File: src/rtl/keypad_scanner.sv
// 4x4 keypad scanner: column scan, whole-sweep debounce, single-entry event register.
// Define KEYPAD_RELEASE_EVT_EN to add the key_release output and report key releases.
module keypad_scanner #(
    parameter int SCAN_DIV       = 100_000,
    parameter int DEBOUNCE_SCANS = 4
) (
    input  logic       clk,
    input  logic       reset_n,
    input  logic [3:0] rows_in,
    output logic [3:0] cols_out,
    output logic       key_valid,
    output logic [3:0] key_code,
    input  logic       key_ready,
`ifdef KEYPAD_RELEASE_EVT_EN
    output logic       key_release,
`endif
    output logic       overflow
);

    localparam int PW = (SCAN_DIV > 1) ? $clog2(SCAN_DIV) : 1;
    localparam logic [PW-1:0] PRESC_MAX = PW'(SCAN_DIV - 1);
    localparam logic [3:0]    DEB_MAX   = 4'(DEBOUNCE_SCANS);

    logic [PW-1:0] presc;
    logic [1:0]    col;
    logic [3:0]    rows_s1;
    logic [3:0]    rows_s2;
    logic [15:0]   snapshot;
    logic [15:0]   prev_snap;
    logic [15:0]   debounced;
    logic [15:0]   deb_d;
    logic [3:0]    stable_cnt;

    logic          tick;
    logic          sweep_end;
    logic [15:0]   snap_full;
    logic [3:0]    stable_next;
    logic [15:0]   press_bits;
    logic          evt;
    logic [3:0]    evt_code;
    logic          handshake;

    assign tick      = (presc == PRESC_MAX);
    assign sweep_end = tick && (col == 2'd3);
    assign cols_out  = ~(4'b0001 << col);
    assign handshake = key_valid && key_ready;

    // Snapshot including the rows sampled at the end of the current column slot.
    always_comb begin
        snap_full = snapshot;
        for (int r = 0; r < 4; r++) begin
            snap_full[{col, 2'(r)}] = ~rows_s2[r];
        end
    end

    always_comb begin
        stable_next = 4'd0;
        if (snap_full == prev_snap) begin
            stable_next = (stable_cnt == DEB_MAX) ? DEB_MAX : stable_cnt + 4'd1;
        end
    end

    always_ff @(posedge clk or negedge reset_n) begin
        if (!reset_n) begin
            presc      <= '0;
            col        <= 2'd0;
            rows_s1    <= 4'd0;
            rows_s2    <= 4'd0;
            snapshot   <= 16'd0;
            prev_snap  <= 16'd0;
            stable_cnt <= 4'd0;
            debounced  <= 16'd0;
            deb_d      <= 16'd0;
        end else begin
            rows_s1 <= rows_in;
            rows_s2 <= rows_s1;
            deb_d   <= debounced;
            if (tick) begin
                presc    <= '0;
                col      <= col + 2'd1;
                snapshot <= snap_full;
            end else begin
                presc <= presc + PW'(1);
            end
            if (sweep_end) begin
                prev_snap  <= snap_full;
                stable_cnt <= stable_next;
                if (stable_next == DEB_MAX) begin
                    debounced <= snap_full;
                end
            end
        end
    end

    // Edges of the debounced state are visible for exactly one cycle after a sweep end.
    assign press_bits = debounced & ~deb_d;

`ifdef KEYPAD_RELEASE_EVT_EN
    logic [15:0] release_bits;
    logic        evt_rel;
    assign release_bits = deb_d & ~debounced;
`endif

    // Lowest index wins; presses take priority over releases.
    always_comb begin
        evt      = 1'b0;
        evt_code = 4'd0;
`ifdef KEYPAD_RELEASE_EVT_EN
        evt_rel  = 1'b0;
`endif
        for (int i = 15; i >= 0; i--) begin
            if (press_bits[i]) begin
                evt      = 1'b1;
                evt_code = 4'(i);
            end
        end
`ifdef KEYPAD_RELEASE_EVT_EN
        if (!evt) begin
            for (int i = 15; i >= 0; i--) begin
                if (release_bits[i]) begin
                    evt      = 1'b1;
                    evt_code = 4'(i);
                    evt_rel  = 1'b1;
                end
            end
        end
`endif
    end

    always_ff @(posedge clk or negedge reset_n) begin
        if (!reset_n) begin
            key_valid <= 1'b0;
            key_code  <= 4'd0;
            overflow  <= 1'b0;
        end else if (evt && (!key_valid || handshake)) begin
            key_valid <= 1'b1;
            key_code  <= evt_code;
        end else begin
            if (handshake) begin
                key_valid <= 1'b0;
            end
            if (evt) begin
                overflow <= 1'b1;
            end
        end
    end

`ifdef KEYPAD_RELEASE_EVT_EN
    always_ff @(posedge clk or negedge reset_n) begin
        if (!reset_n) begin
            key_release <= 1'b0;
        end else if (evt && (!key_valid || handshake)) begin
            key_release <= evt_rel;
        end
    end
`endif

endmodule

File: config.mk
export PLATFORM = sky130hd
export DESIGN_NAME = keypad_scanner
export DESIGN_NICKNAME = d
export VERILOG_FILES = /design/src/rtl/keypad_scanner.sv
export SDC_FILE = /design/constraint.sdc
export NUM_CORES = 1
export LEC_CHECK = 0
export ABC_AREA = 0
export CORE_ASPECT_RATIO = 1.25
export CORE_UTILIZATION = 40
export CTS_CLUSTER_SIZE = 30
export DETAILED_ROUTE_END_ITERATION = 8
export PLACE_DENSITY = 0.52
export SYNTH_ARGS = -nofsm -noshare
export SYNTH_HDL_FRONTEND = slang
export SYNTH_SLANG_ARGS = --single-unit
File: constraint.sdc
create_clock -name clk -period 3.5 [get_ports clk]
set_input_delay 0.35 -clock clk [delete_from_list [all_inputs] [get_ports clk]]
set_output_delay 0.35 -clock clk [all_outputs]
set_load 0.05 [all_outputs]
---- After elaboration in Yosys (flattened, before gate mapping) ----
Cells that the tools add are included.
storage, ports and cells
  register bits ........................... 101
  bits of input ports ..................... 7
  word-level logic and storage cells ...... 98
cells by class
  $add $sub $neg .......................... 3
  order comparisons ....................... 8
  muxes and demuxes ....................... 49
  bitwise gates (word level) .............. 8
  shifts and indexed selects .............. 1
  equality and inequality tests ........... 5
  reduce and logical (&&, ||, !) cells .... 12
operator list
  kind                                                               number
  2-to-1 mux 4 bit                                                   18
  bitwise mux 16 bit                                                 4
  2-to-1 mux 1 bit                                                   22
  less-than comparator 4 x 5 -> 1 bit, second input constant         4
  adder 17 x 1 -> 17 bit, second input constant                      1
  equality test 17 bit, second input constant                        1
  2-to-1 mux 17 bit                                                  1
  bitwise AND 16 bit                                                 1
  equality test 16 bit                                               1
  greater-or-equal comparator 4 x 1 -> 1 bit, second input constant  4
  inverter 16 bit                                                    1
  demux 1 bit (select 2 bit)                                         4
  equality test 4 x 3 -> 1 bit, second input constant                2
  logical AND 1 bit                                                  7
  inverter 1 bit                                                     5
  adder 4 x 1 -> 4 bit, second input constant                        1
  inverter 4 bit                                                     1
  AND reduction 2 bit                                                2
  << shifter 1 x 2 -> 4 bit, first input constant                    1
  adder 2 x 1 -> 2 bit, second input constant                        1
  equality test 2 bit, second input constant                         1
  nonzero test 2 bit                                                 1
  logical NOT 1 bit                                                  1
  logical OR 1 bit                                                   1

---- Longest topological paths before layout ----
Gate-level depths: netlist (run 1).
  depth in word-level cells ............... 21
  mapped depth ............................ 9
  gate-level depth less buffers ........... 8

---- Worst setup path before layout (run 1) ----
No wires, ideal clock.
  kind .................................... register -> register
  start ................................... reg col[0]
  end ..................................... reg debounced[14]
  period minus slack after synthesis ...... 2532 ps
  slack ................................... 968 ps
  cell stages (with the launch flop) ...... 10
  arrival time ............................ 2404 ps
  path buffers ............................ 2
  cell sequence ........................... dfrtp_1 > ha_1 > buf_4 > nand2b_1 > and3_1 > nor4_1 > nand4_1 > nor3_4 > buf_8 > mux2_1
between the ends
  word-level cells in the longest chain between the ends .. 12
  elaborated cells between the ends (all ways) .. 30
ends and longest elaborated chain
  what                                                                                                                            line  text
  start, declared                                                                                                                 25    logic [1:0] col;
  start signal, assigned                                                                                                          80    col <= col + 2'd1;
  less-than comparator 4 x 5 -> 1 bit (implied by the code) / greater-or-equal comparator 4 x 1 -> 1 bit (equally long branches)  52    snap_full[{col, 2'(r)}] = ~rows_s2[r];
  logical AND 1 bit (implied by the code)                                                                                         52
  2-to-1 mux 1 bit (implied by the code)                                                                                          52
  demux 1 bit (select 2 bit)                                                                                                      52
  bitwise mux 16 bit (4 in series)                                                                                                52
  equality test 16 bit                                                                                                            58    if (snap_full == prev_snap) begin
  2-to-1 mux 4 bit                                                                                                                58
  equality test 4 x 3 -> 1 bit                                                                                                    88    if (stable_next == DEB_MAX) begin
  AND reduction 2 bit (no line)                                                                                                   n/a
  end signal, assigned                                                                                                            89    debounced <= snap_full;
  end, declared                                                                                                                   30    logic [15:0] debounced;
Parallel ways exist; a longest one is shown, timed or not.
A chain may end at the register's enable or synchronous reset.

---- Final worst setup path (run 1) ----
  start ................................... reg col[0]
  end ..................................... reg debounced[8]
The elaborated chain is that of the path after synthesis.

==> results of run 1 <==
[layer usage]
| layer | up-vias | part of all wire |
|---|---|---|
| li1 | 1537 | - |
| met1 | 1499 | 0.44 |
| met2 | 20 | 0.52 |
| met3 | 11 | 0.024 |
| met4 | 0 | 0.012 |
| met5 | - | 0 |
[power by group]
group | internal, mW | switching, mW | leakage [nW] | total [mW]
Sequential | 1.17 | 0.00609 | 1.38 | 1.18
Combinational | 0.0133 | 0.0305 | 0.958 | 0.0438
Clock | 0.573 | 0.432 | 0.149 | 1.00
[worst register-to-register path: cells and delay by family, from the launching register on]
family | cells | cell delay (ns)
buf+inv | 1 | 0.27
fa+ha+maj | 1 | 0.35
simple gates | 5 | 1.79
mux | 1 | 0.20
flops | 1 | 0.40
[area by class of cell]
| class | count | area, um^2 |
|---|---|---|
| flip-flops and latches | 101 | 2527 |
| repair buffers | 22 | 202.7 |
| clock inverters | 6 | 61.31 |
| well taps | 135 | 168.9 |
| clock buffers | 10 | 239.0 |
| multi-input cells | 310 | 1957 |
| inverters | 15 | 56.30 |
| fillers | 1071 | 5924 |
[cell usage in the layout, fill, tap and decap left out, drive strengths merged, types with 2 or more instances in the layout]
cell / instances
ha: 7
or4: 2
and2: 9
clkinv: 3
nor2b: 16
mux2: 17
inv: 16
nor2: 22
clkdlybuf4s50: 15
xnor2: 10
nand2: 49
xor2: 5
and3: 24
dfrtp: 101
clkbuf: 10
mux2i: 7
nor3: 2
o21ai: 29
a211oi: 3
nor4: 11
nand4: 5
a21oi: 29
nand2b: 39
nand3: 9
buf: 7
[stage by stage]
stage / hold WS, ns / setup WS (ns) / cells / total power, mW
floorplan: 0.05441 / 0.9680 / 435 / 1.207
global placement: 0.3346 / 0.4486 / 583 / 1.246
detailed placement: 0.3364 / 0.3931 / 583 / 1.246
CTS: 0.09521 / 0.3664 / 599 / 2.255
global route: 0.1255 / 0.2037 / 599 / 2.312
finish: 0.06571 / 0.4159 / 599 / 2.225
[final timing paths]
path,startpoint,end,slack [ns],cells after the start
max,col[0],debounced[8],0.42,8
min,reset_n,deb_d[14],0.07,1
max reg2reg,col[0],debounced[8],0.42,8
min reg2reg,rows_s1[3],rows_s2[3],0.35,0
max in group asynchronous,reset_n,snapshot[1],2.65,2
min in group clk,rows_s1[3],rows_s2[3],0.35,0
[sequential cells by signal, indices dropped and copies added, names as in the netlist]
signal / cells
rows_s2: 4
rows_s1: 4
deb_d: 16
stable_cnt: 4
presc: 17
overflow: 1
snapshot: 16
debounced: 16
key_valid: 1
prev_snap: 16
col: 2
key_code: 4
[logic make-up (layout without fill, tap and decap cells)]
group,count (synthesis),after routing,synth area share
and+or+nand+nor,194,194,0.2346
AOI/OAI and AO/OA,70,70,0.08492
buffers and inverters,24,53,0.02449
xor gates and xnor gates,15,15,0.02858
muxes,24,24,0.05852
DFF,101,101,0.5498
adders and majority gates,7,7,0.01905
==> results.toml, run 1 <==
[clock_network]
hold_buffers = 0
postCtsSetupBuffers = 0
cts_tree = "yes"
cts_resized = 0
cts_sinks = 101
cts_buffers = 9
cts_max_path_buffers = 2
cts.htree.levels = 3
clock_latency_ns = 0.35
cts-root-buf = "clkbuf_16"
clkTransAtPathRegs_ns = 0.07

[synth]
synthCells = 435
ys_ff_latch = 101
ys_seq_area_frac = 0.5498
synth_edf_count = 0
ys.flop_type = "dfrtp_1"
yosys_warnings = 0
yosys-top-cells-area = "dfrtp_1 (55%), nand2b_1 (5.3%), nand2_1 (3.9%)"
synth_top_area_share = 0.5498
yosys.cell_count.top_type = "dfrtp_1"
async_reset_ff_frac = 1.000
avgSynthCellArea_um2 = 10.57
yosysUniqueCellTypes = 46
syn_area_um2 = 4597
synth_nets = 449
yosys-top-cells-count = "dfrtp_1 (101), nand2_1 (48), nand2b_1 (39)"
yosys.area.top_type = "dfrtp_1"

[grt]
antenna_found_initial = 0
grtUsageMet1 = 0.2016
top_usage_layer = "met2"
met3_usage = 0.04016
grt_start_max_net_pins = 59
grt_use_met2 = 0.3147
grt_use_total = 0.1732
grt_pass1_vias = 3038
gr-total-overflow = 0
grt_pass1_wl_um = 15590

[outcome]
violations = "DRC"
status = "finished, violations left"

[critical_path]
cp_num_buf_inv = 1
slowest_stage = "nor3_4"
end_kind = "flop"
cp_max_fo = 11
cp_top_family = "simple AND/OR/NAND/NOR gates"
cp_cell_sequence = "ha_1, nand2b_1, and3_1, nor4_1, nand4_1, nor3_4, buf_4, mux2i_1"
cp.arrival_ns = 3.35
criticalPathCategory = "flop to flop"
required_ns = 3.77
slowest_delay_ns = 0.58
cp-start-kind = "flop"

[timing]
timing.final.max_slew_violations = 0
fmax_mhz = 324.2
tightest_slew_ns = 0.7168
final.period_utilization = 0.8812
rsz0062_at_grt = "false"
fin_crit_ns = 3.084
tns_ns = 0
hold_viol = 0
clock_skew_ns = 0.009573
setup_viol = 0
slew_headroom = 0.5221

[floorplan]
num_rows = 43
die_y_um = 121.9
core-area_um2 = 11140
ios = 17
start_util = 0.4128
dieArea_um2 = 11930
die_x_um = 97.89

[cells_and_area]
stdcell_area_um2 = 5213
area_growth_pct = 13.39
fin_util = 0.4680
drive_gt1_frac = 0.09698
n_antenna_cell = 0
nNetsFinal = 473

[drt]
dr.pass1.iters = 6
wl_per_cell_um = 15.65
drt_iter0_drc = 130
vias_per_cell = 5.120
drc = 1
vias = 3067
drt-total-wl_um = 9372
postRouteAntennaNets = 0

[power]
ir_drop_mv = 0.1962
power_per_cell_area_nw_per_um2 = 426.9
power.leakage_nw = 2.486

[place]
gp_routability_congestion = 0.7596
placed_cell_area_um2 = 4912
io_buffers = 16
place_hpwl_um = 6896

[hold_path]
hp-class = "primary input to async pin"

[job]
drv_cap = 0
Power figures use the tool's default switching activity.
==> run 2: changes to the inputs <==
--- a/config.mk
+++ b/config.mk
@@ -11,6 +11,7 @@
 export CTS_CLUSTER_SIZE = 30
 export DETAILED_ROUTE_END_ITERATION = 8
 export PLACE_DENSITY = 0.52
+export SKIP_CTS_REPAIR_TIMING = 1
 export SYNTH_ARGS = -nofsm -noshare
 export SYNTH_HDL_FRONTEND = slang
 export SYNTH_SLANG_ARGS = --single-unit
==> results of run 2 <==
No change in the layout: final DEF, timing and power equal those of run 1.
==> run 3: changes to the inputs <==
--- a/config.mk
+++ b/config.mk
@@ -6,7 +6,7 @@
 export NUM_CORES = 1
 export LEC_CHECK = 0
 export ABC_AREA = 0
-export CORE_ASPECT_RATIO = 1.25
+export CORE_ASPECT_RATIO = 1.75
 export CORE_UTILIZATION = 40
 export CTS_CLUSTER_SIZE = 30
 export DETAILED_ROUTE_END_ITERATION = 8
==> results.toml, run 3 (same netlist as run 1, synthesis figures left out) <==
[power]
pwr-share-clk = 0.472
power_per_cell_area_nw_per_um2 = 440.3
power_mw = 2.311
p_sw_mw = 0.4747
switching_share = 0.2054
p_seq_frac = 0.509
ir_drop_mv = 0.2697
share_comb_of_total_power = 0.019
power.leakage_nw = 2.501
intPower_mw = 1.837

[place]
place_hpwl_um = 7134
placed_cell_area_um2 = 4916
io_buffers = 16
pre_cts_slack_ns = 0.3588
gp_routability_congestion = 0.7821

[clock_network]
cts_tree = "yes"
cts_sinks = 101
cts_buffers = 9
clkTransAtPathRegs_ns = 0.07
cts.htree.levels = 3
clock_latency_ns = 0.35
cts_max_path_buffers = 2
cts-root-buf = "clkbuf_16"

[cells_and_area]
area_growth_pct = 14.18
nNetsFinal = 474
n_antenna_cell = 0
largest_register_ffs = 17
multi_input_area_um2 = 1957
n_fill_cell = 1048
seq_area_um2 = 2527
final_common_cell = "dfrtp_1"
drive_gt1_frac = 0.09892
stdcell_area_um2 = 5249
regMostFlops = "presc"
mostFrequentLayoutCells = "dfrtp_1 (101), nand2_1 (48), nand2b_1 (39)"

[critical_path]
end_kind = "flop"
cp_top_family = "simple AND/OR/NAND/NOR gates"
criticalPathCategory = "flop to flop"
cp-start-kind = "flop"
slowest_stage = "nor3_4"
cp.arrival_ns = 3.35
cp_num_buf_inv = 2
required_ns = 3.77
cp_max_fo = 10
cp_cell_sequence = "inv_1, ha_1, nand2b_1, and3_1, nor4_1, nand4_1, nor3_4, buf_4, mux2i_1"
slowest_delay_ns = 0.53

[floorplan]
core-area_um2 = 11170
dieArea_um2 = 11940
start_util = 0.4117
die_x_um = 83.04
die_y_um = 143.8
num_rows = 51
ios = 17

[timing]
clock_skew_ns = 0.01011
final.period_utilization = 0.8802
tns_ns = 0
worst_slack_ns = 0.4191
hold_viol = 0
tightest_slew_ns = 0.7392
setup_viol = 0
fmax_mhz = 324.6
fin_crit_ns = 3.081
timing.hold.ws_ns = 0.01303
slew_headroom = 0.5060
rsz0062_at_grt = "false"
timing.final.max_slew_violations = 0

[grt]
gr-total-overflow = 0
grt_start_max_net_pins = 50
grt_pass1_vias = 3141
grt_use_total = 0.1741
antenna_found_initial = 0
grt_pass1_wl_um = 15630

[drt]
drc = 0
vias = 3092
vias_per_cell = 5.179
dr.pass1.iters = 5
drt-total-wl_um = 9461
drt_iter0_drc = 143
postRouteAntennaNets = 0
wl_per_cell_um = 15.85

[outcome]
status = "finished clean"

[job]
drv_cap = 0

[hold_path]
hp-class = "primary input to async pin"
[run 3: cell type report]
class,instances,share of cell area
clock inverter,6,0.01788
tap,132,0.03147
timing repair buffer,23,0.04005
clock buffer,10,0.04553
multi-input combinational,310,0.3728
sequential,101,0.4815
inverter,15,0.01073
[run 3: layer usage]
layer  GRT usage  up-vias  wire length [um]
met5           0        -                 0
met3     0.02355       19               133
li1            -     1554                 -
met2      0.3236       31              5225
met4      0.1143        0               340
met1      0.1821     1488              3761
[run 3: power groups by stage]
| stage | Combinational [mW] | Sequential (mW) | Clock, mW |
|---|---|---|---|
| final | 0.0439 | 1.18 | 1.09 |
| after global routing | 0.0510 | 1.18 | 1.17 |
| after CTS | 0.0468 | 1.18 | 1.13 |
| after detailed placement | 0.0470 | 1.20 | 0 |
| after global placement | 0.0461 | 1.20 | 0 |
| after floorplan | 0.0109 | 1.20 | 0 |
[run 3: worst paths after layout]
kind / cells past startpoint / endpoint / start / slack [ns]
setup / recovery: 9 / debounced[1] / col[0] / 0.42
hold / removal: 1 / deb_d[14] / reset_n / 0.01
setup reg to reg: 9 / debounced[1] / col[0] / 0.42
hold reg to reg: 0 / rows_s2[2] / rows_s1[2] / 0.35
max in group asynchronous: 2 / presc[9] / reset_n / 2.64
min in group clk: 0 / rows_s2[2] / rows_s1[2] / 0.35
[run 3: per-stage QoR]
step                instances    util
floorplan                 435       -
global placement          581  0.4402
detailed placement        581  0.4402
CTS                       597  0.4700
global route              597  0.4700
finish                    597  0.4700
